[config.mk]
export PLATFORM = sky130hd
export DESIGN_NAME = mc_control
export DESIGN_NICKNAME = d
export VERILOG_FILES = /design/src/rtl/mc_control.sv
export SDC_FILE = /design/constraint.sdc
export NUM_CORES = 1
export LEC_CHECK = 0
export CORE_MARGIN = 10
export CORE_UTILIZATION = 38
export DETAILED_ROUTE_END_ITERATION = 12
export GPL_TIMING_DRIVEN = 1
export PLACE_DENSITY = 0.76
export RECOVER_POWER = 100
export SLEW_MARGIN = 20
export SYNTH_ARGS = -nofsm -noshare
export SYNTH_HDL_FRONTEND = slang
export SYNTH_SLANG_ARGS = --single-unit
[constraint.sdc]
create_clock -name clk -period 2.1 [get_ports clk]
set_clock_uncertainty 0.1 [all_clocks]
set_input_delay 0.63 -clock clk [delete_from_list [all_inputs] [get_ports clk]]
set_output_delay 0.63 -clock clk [all_outputs]
set_load 0.03 [all_outputs]
[src/rtl/mc_control.sv]
// mc_control: multi-cycle MIPS-subset control unit.
// Moore FSM (FETCH/DECODE/MEM/EXEC/WB/BRANCH/JUMP/TRAP/ERR) with a memory
// wait-timeout watchdog that parks the controller in ERR until reset.
// Optional feature: define MC_CONTROL_BEQ_EN to decode BEQ (opcode 000100)
// into BRANCH; otherwise BEQ is treated as an illegal instruction (TRAP).
module mc_control #(
   parameter int unsigned MEM_TIMEOUT = 15
) (
   input  logic       clk,
   input  logic       reset,
   input  logic [5:0] opcode,
   input  logic [5:0] funct,
   input  logic       zero,
   input  logic       mem_ready,
   output logic       pc_write,
   output logic [1:0] pc_src,
   output logic       ir_write,
   output logic       i_or_d,
   output logic       mem_read,
   output logic       mem_write,
   output logic       mem2reg,
   output logic       reg_dst,
   output logic       reg_write,
   output logic       alu_src_a,
   output logic [1:0] alu_src_b,
   output logic [5:0] alu_op,
   output logic [3:0] state,
   output logic       illegal,
   output logic       bus_err
);

   typedef enum logic [3:0] {
      S_FETCH    = 4'd0,
      S_DECODE   = 4'd1,
      S_MEM_ADDR = 4'd2,
      S_MEM_RD   = 4'd3,
      S_WB_MEM   = 4'd4,
      S_MEM_WR   = 4'd5,
      S_EXEC_R   = 4'd6,
      S_WB_R     = 4'd7,
      S_EXEC_I   = 4'd8,
      S_WB_I     = 4'd9,
      S_BRANCH   = 4'd10,
      S_JUMP     = 4'd11,
      S_TRAP     = 4'd12,
      S_ERR      = 4'd13
   } state_t;

   localparam logic [5:0] OP_RTYPE = 6'b000000;
   localparam logic [5:0] OP_ADDI  = 6'b001000;
   localparam logic [5:0] OP_LW    = 6'b100011;
   localparam logic [5:0] OP_SW    = 6'b101011;
   localparam logic [5:0] OP_J     = 6'b000010;
   localparam logic [5:0] OP_BEQ   = 6'b000100;

   localparam logic [5:0] ALU_ADD  = 6'b100000;
   localparam logic [5:0] ALU_SUB  = 6'b100010;

   localparam logic [7:0] TIMEOUT_C = 8'(MEM_TIMEOUT);

   state_t     state_q, state_d;
   logic [7:0] wait_q, wait_d;
   logic       in_mem;

   // State and wait-counter registers with synchronous reset
   always_ff @(posedge clk) begin
      if (reset) begin
         state_q <= S_FETCH;
         wait_q  <= '0;
      end else begin
         state_q <= state_d;
         wait_q  <= wait_d;
      end
   end

   // Next-state decode, timeout watchdog and wait-counter update
   always_comb begin
      state_d = state_q;
      in_mem  = (state_q == S_FETCH) || (state_q == S_MEM_RD) || (state_q == S_MEM_WR);
      case (state_q)
         S_FETCH:    if (mem_ready) state_d = S_DECODE;
         S_DECODE: begin
            if (opcode == OP_RTYPE)                        state_d = S_EXEC_R;
            else if (opcode == OP_ADDI)                    state_d = S_EXEC_I;
            else if ((opcode == OP_LW) || (opcode == OP_SW)) state_d = S_MEM_ADDR;
            else if (opcode == OP_J)                       state_d = S_JUMP;
`ifdef MC_CONTROL_BEQ_EN
            else if (opcode == OP_BEQ)                     state_d = S_BRANCH;
`endif
            else                                           state_d = S_TRAP;
         end
         S_MEM_ADDR: state_d = (opcode == OP_LW) ? S_MEM_RD : S_MEM_WR;
         S_MEM_RD:   if (mem_ready) state_d = S_WB_MEM;
         S_MEM_WR:   if (mem_ready) state_d = S_FETCH;
         S_WB_MEM:   state_d = S_FETCH;
         S_EXEC_R:   state_d = S_WB_R;
         S_WB_R:     state_d = S_FETCH;
         S_EXEC_I:   state_d = S_WB_I;
         S_WB_I:     state_d = S_FETCH;
         S_BRANCH:   state_d = S_FETCH;
         S_JUMP:     state_d = S_FETCH;
         S_TRAP:     state_d = S_FETCH;
         S_ERR:      state_d = S_ERR;
         default:    state_d = S_FETCH;
      endcase

      // A further low cycle once the budget is spent is a bus fault
      if (in_mem && !mem_ready && (wait_q == TIMEOUT_C)) state_d = S_ERR;

      // Counter clears whenever the state changes, so entry into a memory
      // state always starts from zero
      if (!in_mem || mem_ready || (state_d != state_q)) wait_d = '0;
      else                                              wait_d = wait_q + 8'd1;
   end

   // Moore output decode; write enables are forced low while reset is held
   always_comb begin
      pc_write  = 1'b0;
      pc_src    = 2'b00;
      ir_write  = 1'b0;
      i_or_d    = 1'b0;
      mem_read  = 1'b0;
      mem_write = 1'b0;
      mem2reg   = 1'b0;
      reg_dst   = 1'b0;
      reg_write = 1'b0;
      alu_src_a = 1'b0;
      alu_src_b = 2'b00;
      alu_op    = ALU_ADD;
      illegal   = 1'b0;
      bus_err   = 1'b0;
      case (state_q)
         S_FETCH: begin
            mem_read  = 1'b1;
            alu_src_b = 2'b01;
            if (mem_ready) begin
               ir_write = 1'b1;
               pc_write = 1'b1;
            end
         end
         S_DECODE:   alu_src_b = 2'b11;
         S_MEM_ADDR: begin
            alu_src_a = 1'b1;
            alu_src_b = 2'b10;
         end
         S_MEM_RD: begin
            mem_read = 1'b1;
            i_or_d   = 1'b1;
         end
         S_MEM_WR: begin
            mem_write = 1'b1;
            i_or_d    = 1'b1;
         end
         S_WB_MEM: begin
            reg_write = 1'b1;
            mem2reg   = 1'b1;
         end
         S_EXEC_R: begin
            alu_src_a = 1'b1;
            alu_op    = funct;
         end
         S_WB_R: begin
            reg_write = 1'b1;
            reg_dst   = 1'b1;
         end
         S_EXEC_I: begin
            alu_src_a = 1'b1;
            alu_src_b = 2'b10;
         end
         S_WB_I:     reg_write = 1'b1;
         S_BRANCH: begin
            alu_src_a = 1'b1;
            alu_op    = ALU_SUB;
            pc_src    = 2'b01;
            pc_write  = zero;
         end
         S_JUMP: begin
            pc_src   = 2'b10;
            pc_write = 1'b1;
         end
         S_TRAP:     illegal = 1'b1;
         S_ERR:      bus_err = 1'b1;
         default: ;
      endcase
      if (reset) begin
         pc_write  = 1'b0;
         ir_write  = 1'b0;
         mem_write = 1'b0;
         reg_write = 1'b0;
      end
   end

   assign state = state_q;

endmodule

==> flow_results.org, run 1 <==
** Worst setup path
- Startpoint kind of the worst setup timing path :: flop
- Critical Path Fanout Max :: 6
- At the worst endpoint, the arrival time is 1560 ps.
- Setup crit end kind :: primary output
- At the worst endpoint, the required time is 1370 ps.
- The worst setup path is of the flop to primary output kind.

** Finish
- In the final layout, the share of cells above drive strength 1 is 54.0%.
- At the end of the flow, the number of nets in the layout was 218.
- Measured on the finished design, the core utilization comes to 79.5%.
- Compared with the post-synthesis result, the final layout area differs by 104%.
- Most frequent standard cell in the layout excluding fill and tap cells :: sky130_fd_sc_hd__buf_4
- Most frequent cells in the layout :: sky130_fd_sc_hd__buf_4 (32), sky130_fd_sc_hd__buf_6 (20), sky130_fd_sc_hd__clkdlybuf4s50_1 (11), sky130_fd_sc_hd__nor2_2 (10), sky130_fd_sc_hd__nor2_1 (9)
- The number of antenna diodes in the final layout is 0.

** Global routing
- The number of global-route vias before repair is 1369.
- Entering global routing, the biggest net connects 20 pins.
- Initial antenna violation count :: 0
- Global route overflow :: 0
- Global routing used 14.7% of the available tracks across all layers.
- The first global-routing pass estimated 6.18 mm of wire.

** Die
- For this configuration, the core starts out at a cell density of 39.0%.
- Width of the chip :: 70.0 um
- Floorplan die area :: 4900 sq um
- Area of the placeable core :: 2430 sq um
- Row Count :: 18
- 41 I/O pins were placed.
- In this run the vertical extent of the chip is 70.0 um.

** Power and ir drop
- Power density over the cells :: 432 nW/um^2
- VDD sags by at most 325 uV.
- Static power due to leakage :: 0.792 nW

** STA
- Final Setup Violations :: 15
- Setup repair after global routing could not meet its margin everywhere.
- For this run, the top clock speed supported by timing is 437 MHz.
- Count of endpoints failing hold in the final timing report :: 0
- In this run the tightest slew margin relative to its limit is 78.1%.
- Final period demand of the worst path :: 2290 ps
- The number of max-slew violations in the final report is 0.
- Fin worst setup slack :: -189 ps
- Worst-Margin Slew :: 328 ps
- Final clock period utilization by the worst path :: 109%

** CTS
- Maximum level of the CTS H-tree :: 1
- Clock tree synthesis selected as its root buffer the cell sky130_fd_sc_hd__clkbuf_4.
- TritonCTS built the clock tree.
- The clock reaches the later pin of the worst-skew pair after 270 ps.
- Number of buffers added by the clock tree synthesis step :: 3
- Clock transition at the registers of the reported paths :: 70 ps
- The tree built by TritonCTS fans out to 12 sinks.
- The clock passes through at most 2 buffers.
- After clock tree synthesis, the flow added hold-fix buffers numbering 0.

** Flow run
- Max-Cap Viols :: 0

** Route
- The final route contains 1317 vias.
- The detailed router finished its first iteration with 84 violations.
- In this run the remaining antenna-violating nets after routing total 0.
- Wirelength per Cell :: 19.0 um
- First-pass detailed-route iteration total :: 4
- Number of design rule violations left after detail routing :: 0
- For this block, the routed nets add up to 4.36 mm of wire.
- Detail-routed via count per cell :: 5.73

** Logic synthesis
- Sequential cells were found to cover 25.3% of the synthesized design area.
- The cell area that synthesis handed to floorplanning was 950 sq um.
- Yosys printed 0 warnings.
- Number of nets in the synthesized netlist :: 145
- A synthesized cell averages 7.42 sq um.
- Cell count after synthesis :: 128
- The netlist uses 43 different library cells.
- The synthesized design contains 0 enable-type register cells.
- Among all flip-flop cells after synthesis, the most frequent one is sky130_fd_sc_hd__dfxtp_1.
- For this run, asynchronously set or reset flops after synthesis account for 0%.
- Synthesis inferred 12 register bits.

** Run status
- The final reports fail on negative setup slack.
- The flow ran to the end, but the final reports show violations.

** Placed design
- Summed over all nets, the half-perimeter wirelength after detailed placement is 2.48 mm.
- Timing analysis after detailed placement gives a worst setup slack of -626 ps.
- The congestion estimate from routability-driven global placement came to 0.925.
- Count of port buffers added during placement :: 40

** Min path
- Worst min-delay path class :: flop to flop
kinds of logic after synthesis:
group,Yosys count,synth area share (%)
AND/OR/NAND/NOR,68,39.1
buffers and inverters,13,6.85
XOR/XNOR,9,8.30
multiplexers,1,1.05
AO/OA/AOI/OAI,24,18.1
adder cells (fa/ha/maj),1,1.32
flip-flops,12,25.3
synth_stat cells, types with 2 or more instances:
cell type,n,area share [%]
sky130_fd_sc_hd__or4_1,3,2.4
sky130_fd_sc_hd__inv_1,3,1.2
sky130_fd_sc_hd__a21oi_1,7,3.7
sky130_fd_sc_hd__xnor2_1,7,6.5
sky130_fd_sc_hd__or3b_2,2,1.8
sky130_fd_sc_hd__and2_1,4,2.6
sky130_fd_sc_hd__clkbuf_1,6,2.4
sky130_fd_sc_hd__buf_6,2,2.4
sky130_fd_sc_hd__nor3_1,9,4.7
sky130_fd_sc_hd__nand2_1,9,3.6
sky130_fd_sc_hd__nand3_1,3,1.6
sky130_fd_sc_hd__nand2b_1,6,4.0
sky130_fd_sc_hd__o31ai_1,2,1.6
sky130_fd_sc_hd__nor2_1,16,6.3
sky130_fd_sc_hd__dfxtp_1,12,25
sky130_fd_sc_hd__nor2_2,8,5.3
sky130_fd_sc_hd__a31oi_1,2,1.3
sky130_fd_sc_hd__xor2_1,2,1.8
cell type report:
cell class                 count  area, sq um
multi-input combinational    103          826
inverter                       3         11.3
fill                         141          498
clock inverter                 1         3.75
clock buffer                   3         22.5
tap                           30         37.5
timing repair buffer          78          781
sequential                    12          253
timing repair:
action | 4_1_cts | 5_1_grt
resized for setup | 54 | 22
buffers inserted | 11 | 4
setup endpoints to repair | 27 | 30
gates cloned | 0 | 1
pin swaps | 22 | 11
registers in the layout (all words and copies together), names as in the netlist:
name / count
state: 4
wait_q: 8
per-stage QoR:
stage	hold slack, ps	instance area [sq um]	std cells	TNS, ps	total power [mW]
3_5_place_dp	350	1540	211	-6230	0.574
3_3_place_gp	335	1540	211	-5810	0.570
2_1_floorplan	327	1040	128	-379	0.449
4_1_cts	367	1810	226	-1090	0.789
5_1_grt	383	1930	230	-1910	0.875
6_report	362	1930	230	-853	0.835
worst max-delay path, cell delays in order, from the launching register on:
cell	delay [ps]
sky130_fd_sc_hd__dfxtp_4	360
sky130_fd_sc_hd__buf_8	110
sky130_fd_sc_hd__buf_12	120
sky130_fd_sc_hd__buf_8	110
sky130_fd_sc_hd__mux2i_1	210
sky130_fd_sc_hd__a21oi_1	120
sky130_fd_sc_hd__nor2_2	120
sky130_fd_sc_hd__buf_6	140
power by group:
part           internal, mW  switching [mW]
logic                 0.215           0.231
registers             0.236         0.00977
clock network        0.0688          0.0753
per-layer routing:
| layer | vias up | global-route usage [%] | wire length, um |
|---|---|---|---|
| met5 | - | 0 | 0 |
| met4 | 0 | 7.46 | 183 |
| met1 | 618 | 15.0 | 1630 |
| li1 | 599 | - | - |
| met3 | 20 | 4.94 | 439 |
| met2 | 80 | 25.9 | 2110 |
final timing paths:
check | start | end | slack, ps | cells after the start
setup / recovery | state[1] | reg_write | -190 | 7
hold / removal | wait_q[0] | wait_q[0] | 360 | 1
setup reg to reg | state[1] | wait_q[2] | -20 | 6
hold reg to reg | wait_q[0] | wait_q[0] | 360 | 1
(Power assumes the default switching activity.)
==> run 2: changes to the inputs <==
Settings changed: PLACE_DENSITY 0.76 to 0.75.
==> run 2 against run 1 <==
Against the previous run: the flow still finishes with violations (negative setup slack); setup slack worse by 10 ps; register-to-register slack worse by 150 ps; sequential power about the same; critical path depth up 1; non-clock buffer count unchanged; worst hold slack better by 31 ps; utilization up 1.3 points; clock power about the same; critical endpoint is now alu_src_b[1]; highest routed layer unchanged.
==> flow_results.org, run 2 (same netlist as run 1, synthesis figures left out) <==
** Worst setup path
- Setup crit end kind :: primary output (unchanged)
- Critical register-to-register path endpoint :: wait_q[4] (was wait_q[2])
- Worst reg2reg startpoint :: state[1] (unchanged)
- The worst reg2reg path depth came to 7 (was 6).
- Category of the most critical setup path :: flop to primary output (unchanged)
- The nature of the critical path startpoint is a flop (unchanged).
- Internal reg-to-reg setup slack :: -170 ps (was -20 ps)
- The largest fanout of any net on the critical path was 5 (was 6).
- Worst Path Arrival :: 1570 ps (was 1560 ps)
- The worst path required time is 1370 ps (about the same).
- Start point of the critical path :: state[1] (unchanged)

** Finish
- Fraction of final layout cells with drive strength greater than 1 :: 55.0% (was 54.0%)
- Total Nets Final :: 218 (unchanged)
- The antenna cell count came to 0 (unchanged).
- Layout-stage area growth over the synthesis result :: 107% (was 104%)
- Most frequent standard cell in the layout excluding fill and tap cells :: sky130_fd_sc_hd__buf_4 (unchanged)
- Most frequent cells in the layout :: sky130_fd_sc_hd__buf_4 (34), sky130_fd_sc_hd__buf_6 (19), sky130_fd_sc_hd__clkdlybuf4s50_1 (11), sky130_fd_sc_hd__nor2_2 (9), sky130_fd_sc_hd__nor2_1 (9) (was sky130_fd_sc_hd__buf_4 (32), sky130_fd_sc_hd__buf_6 (20), sky130_fd_sc_hd__clkdlybuf4s50_1 (11), sky130_fd_sc_hd__nor2_2 (10), sky130_fd_sc_hd__nor2_1 (9))
- Max FFs per register :: 8 (unchanged)
- Design Area, Final :: 1970 sq um (was 1930 sq um)
- Top reg by flops :: wait_q (unchanged)

** STA
- The post-route fraction of the period consumed by the critical path is 109% (about the same).
- Count of endpoints failing hold in the final timing report :: 0 (unchanged)
- Setup repair after global routing missed its margin: true (unchanged).
- Final Setup Violations :: 19 (was 15)
- Fmax achieved :: 435 MHz (was 437 MHz)
- The final worst setup slack was -199 ps (was -189 ps).
- The max-slew headroom at the worst pin was 79.1% (was 78.1%).
- Max Slew Vio Count :: 0 (unchanged)
- Worst-Margin Slew :: 314 ps (was 328 ps)
- The time the worst path needs with I/O delays and setup came to 2300 ps (was 2290 ps).

** CTS
- Skew-Pair Late Insertion Delay :: 270 ps (about the same)
- The clock input transition at the sequential cells of the worst setup and hold paths came to 70 ps (about the same).
- Number of hold buffers added after CTS :: 0 (unchanged)
- The master cell of the clock root buffer was sky130_fd_sc_hd__clkbuf_4 (unchanged).
- The clock tree from TritonCTS is done (unchanged).
- The total CTS buffers came to 3 (unchanged).
- Maximum level of the CTS H-tree :: 1 (unchanged)
- Number of sinks driven by the clock tree :: 12 (unchanged)
- Clk buf depth :: 2 (unchanged)

** Route
- The number of DRC markers in iteration 0 came to 74 (was 84).
- First-pass detailed-route iteration total :: 4 (unchanged)
- The post-route DRC violation count is 0 (unchanged).
- Detail-routed via count per cell :: 5.58 (was 5.73)
- Wirelength per Cell :: 18.8 um (was 19.0 um)
- The final routed wirelength across all metal layers came to 4.32 mm (was 4.36 mm).
- The total number of vias came to 1284 (was 1317).
- Number of antenna-violating nets in the routed design :: 0 (unchanged)

** Power and ir drop
- VDD IR max :: 438 uV (was 325 uV)
- The overall power is 0.851 mW (was 0.835 mW).
- Static power due to leakage :: 0.785 nW (was 0.792 nW)
- Power density over the cells :: 433 nW/um^2 (was 432 nW/um^2)

** Die
- Width of the chip :: 70.0 um (unchanged)
- The standard-cell row count came to 18 (unchanged).
- Initial Util :: 39.0% (unchanged)
- Floorplan die area :: 4900 sq um (unchanged)
- The area inside the core boundary was 2430 sq um (unchanged).
- The height of the die is 70.0 um (unchanged).
- Top Ports :: 41 (unchanged)

** Global routing
- Global route overflow :: 0 (unchanged)
- Global-route wire length before repair :: 5.93 mm (was 6.18 mm)
- Initial antenna violation count :: 0 (unchanged)
- Overall track demand over capacity in global routing :: 14.3% (was 14.7%)
- Maximum number of pins on one net before global-route repair :: 20 (unchanged)
- Vias in the first global route :: 1259 (was 1369)

** Min path
- Worst min-delay path class :: flop to flop (unchanged)
- Endpoint with the worst hold slack :: wait_q[0] (unchanged)
- Launch point of the worst hold path :: wait_q[0] (unchanged)
- The count of cells along the worst hold path was 1 (unchanged).

** Placed design
- The weighted congestion at the end of routability-driven global placement was 0.936 (was 0.925).
- The number of port buffers is 40 (unchanged).
- Half-perimeter wire length after placement :: 2.43 mm (was 2.48 mm)
- The placed cell area came to 1520 sq um (was 1540 sq um).

** Run status
- Status: finished with violations (unchanged).
- Violated checks :: negative setup slack (unchanged)

** Flow run
- The max capacitance violation total is 0 (unchanged).
## run 2: metal layers
metal / GRT usage [%] / vias to the layer above / wire (um)
met4: 5.92 / 0 / 87
met1: 15.7 / 627 / 1740
met5: 0 / - / 0
met2: 23.7 / 49 / 2190
met3: 5.79 / 10 / 295
li1: - / 598 / -
## run 2: area by class of cell
| type | instances | area (sq um) |
|---|---|---|
| fillers | 134 | 465 |
| repair buffers | 78 | 769 |
| well taps | 30 | 37.5 |
| multi-input cells | 103 | 870 |
| flip-flops and latches | 12 | 253 |
| clock buffers | 3 | 22.5 |
| inverters | 3 | 11.3 |
| clock inverters | 1 | 3.75 |
## run 2: worst max-delay path: stages (launching register included)
cell,delay (ps)
sky130_fd_sc_hd__dfxtp_4,350
sky130_fd_sc_hd__buf_6,130
sky130_fd_sc_hd__buf_8,130
sky130_fd_sc_hd__buf_12,120
sky130_fd_sc_hd__xnor2_2,120
sky130_fd_sc_hd__nor2_1,90
sky130_fd_sc_hd__a21oi_1,50
sky130_fd_sc_hd__nor2_1,120
sky130_fd_sc_hd__buf_4,180
## run 2: worst max-delay path by stage
| stage | end | slack [ps] | cells after the start |
|---|---|---|---|
| floorplan | reg_write | -150 | 5 |
| global placement | alu_op[5] | -620 | 3 |
| detailed placement | alu_op[5] | -620 | 3 |
| CTS | pc_write | -160 | 7 |
| global route | alu_src_b[1] | -290 | 8 |
| finish | alu_src_b[1] | -200 | 8 |
## run 2: per-stage QoR
| stage | hold slack (ps) | setup slack (ps) | util [%] | TNS (ps) | instances |
|---|---|---|---|---|---|
| floorplan | 327 | -151 | - | -379 | 128 |
| global placement | 336 | -621 | 62.6 | -5840 | 210 |
| detailed placement | 373 | -621 | 62.6 | -6440 | 210 |
| CTS | 400 | -164 | 73.9 | -931 | 222 |
| global route | 420 | -288 | 80.9 | -3970 | 230 |
| finish | 393 | -199 | 80.9 | -1990 | 230 |
## run 2: report_power, final
group	leakage (nW)	internal, mW	switching (mW)
combinational	0.670	0.223	0.238
clock	0.0154	0.0687	0.0753
sequential	0.0999	0.236	0.0112
## run 2: what timing repair did
item,in CTS,in global routing
endpoints found under the setup margin,30,30
pin swaps,18,16
gates resized for setup,60,25
setup buffers,8,9
endpoints found under the hold margin,0,0
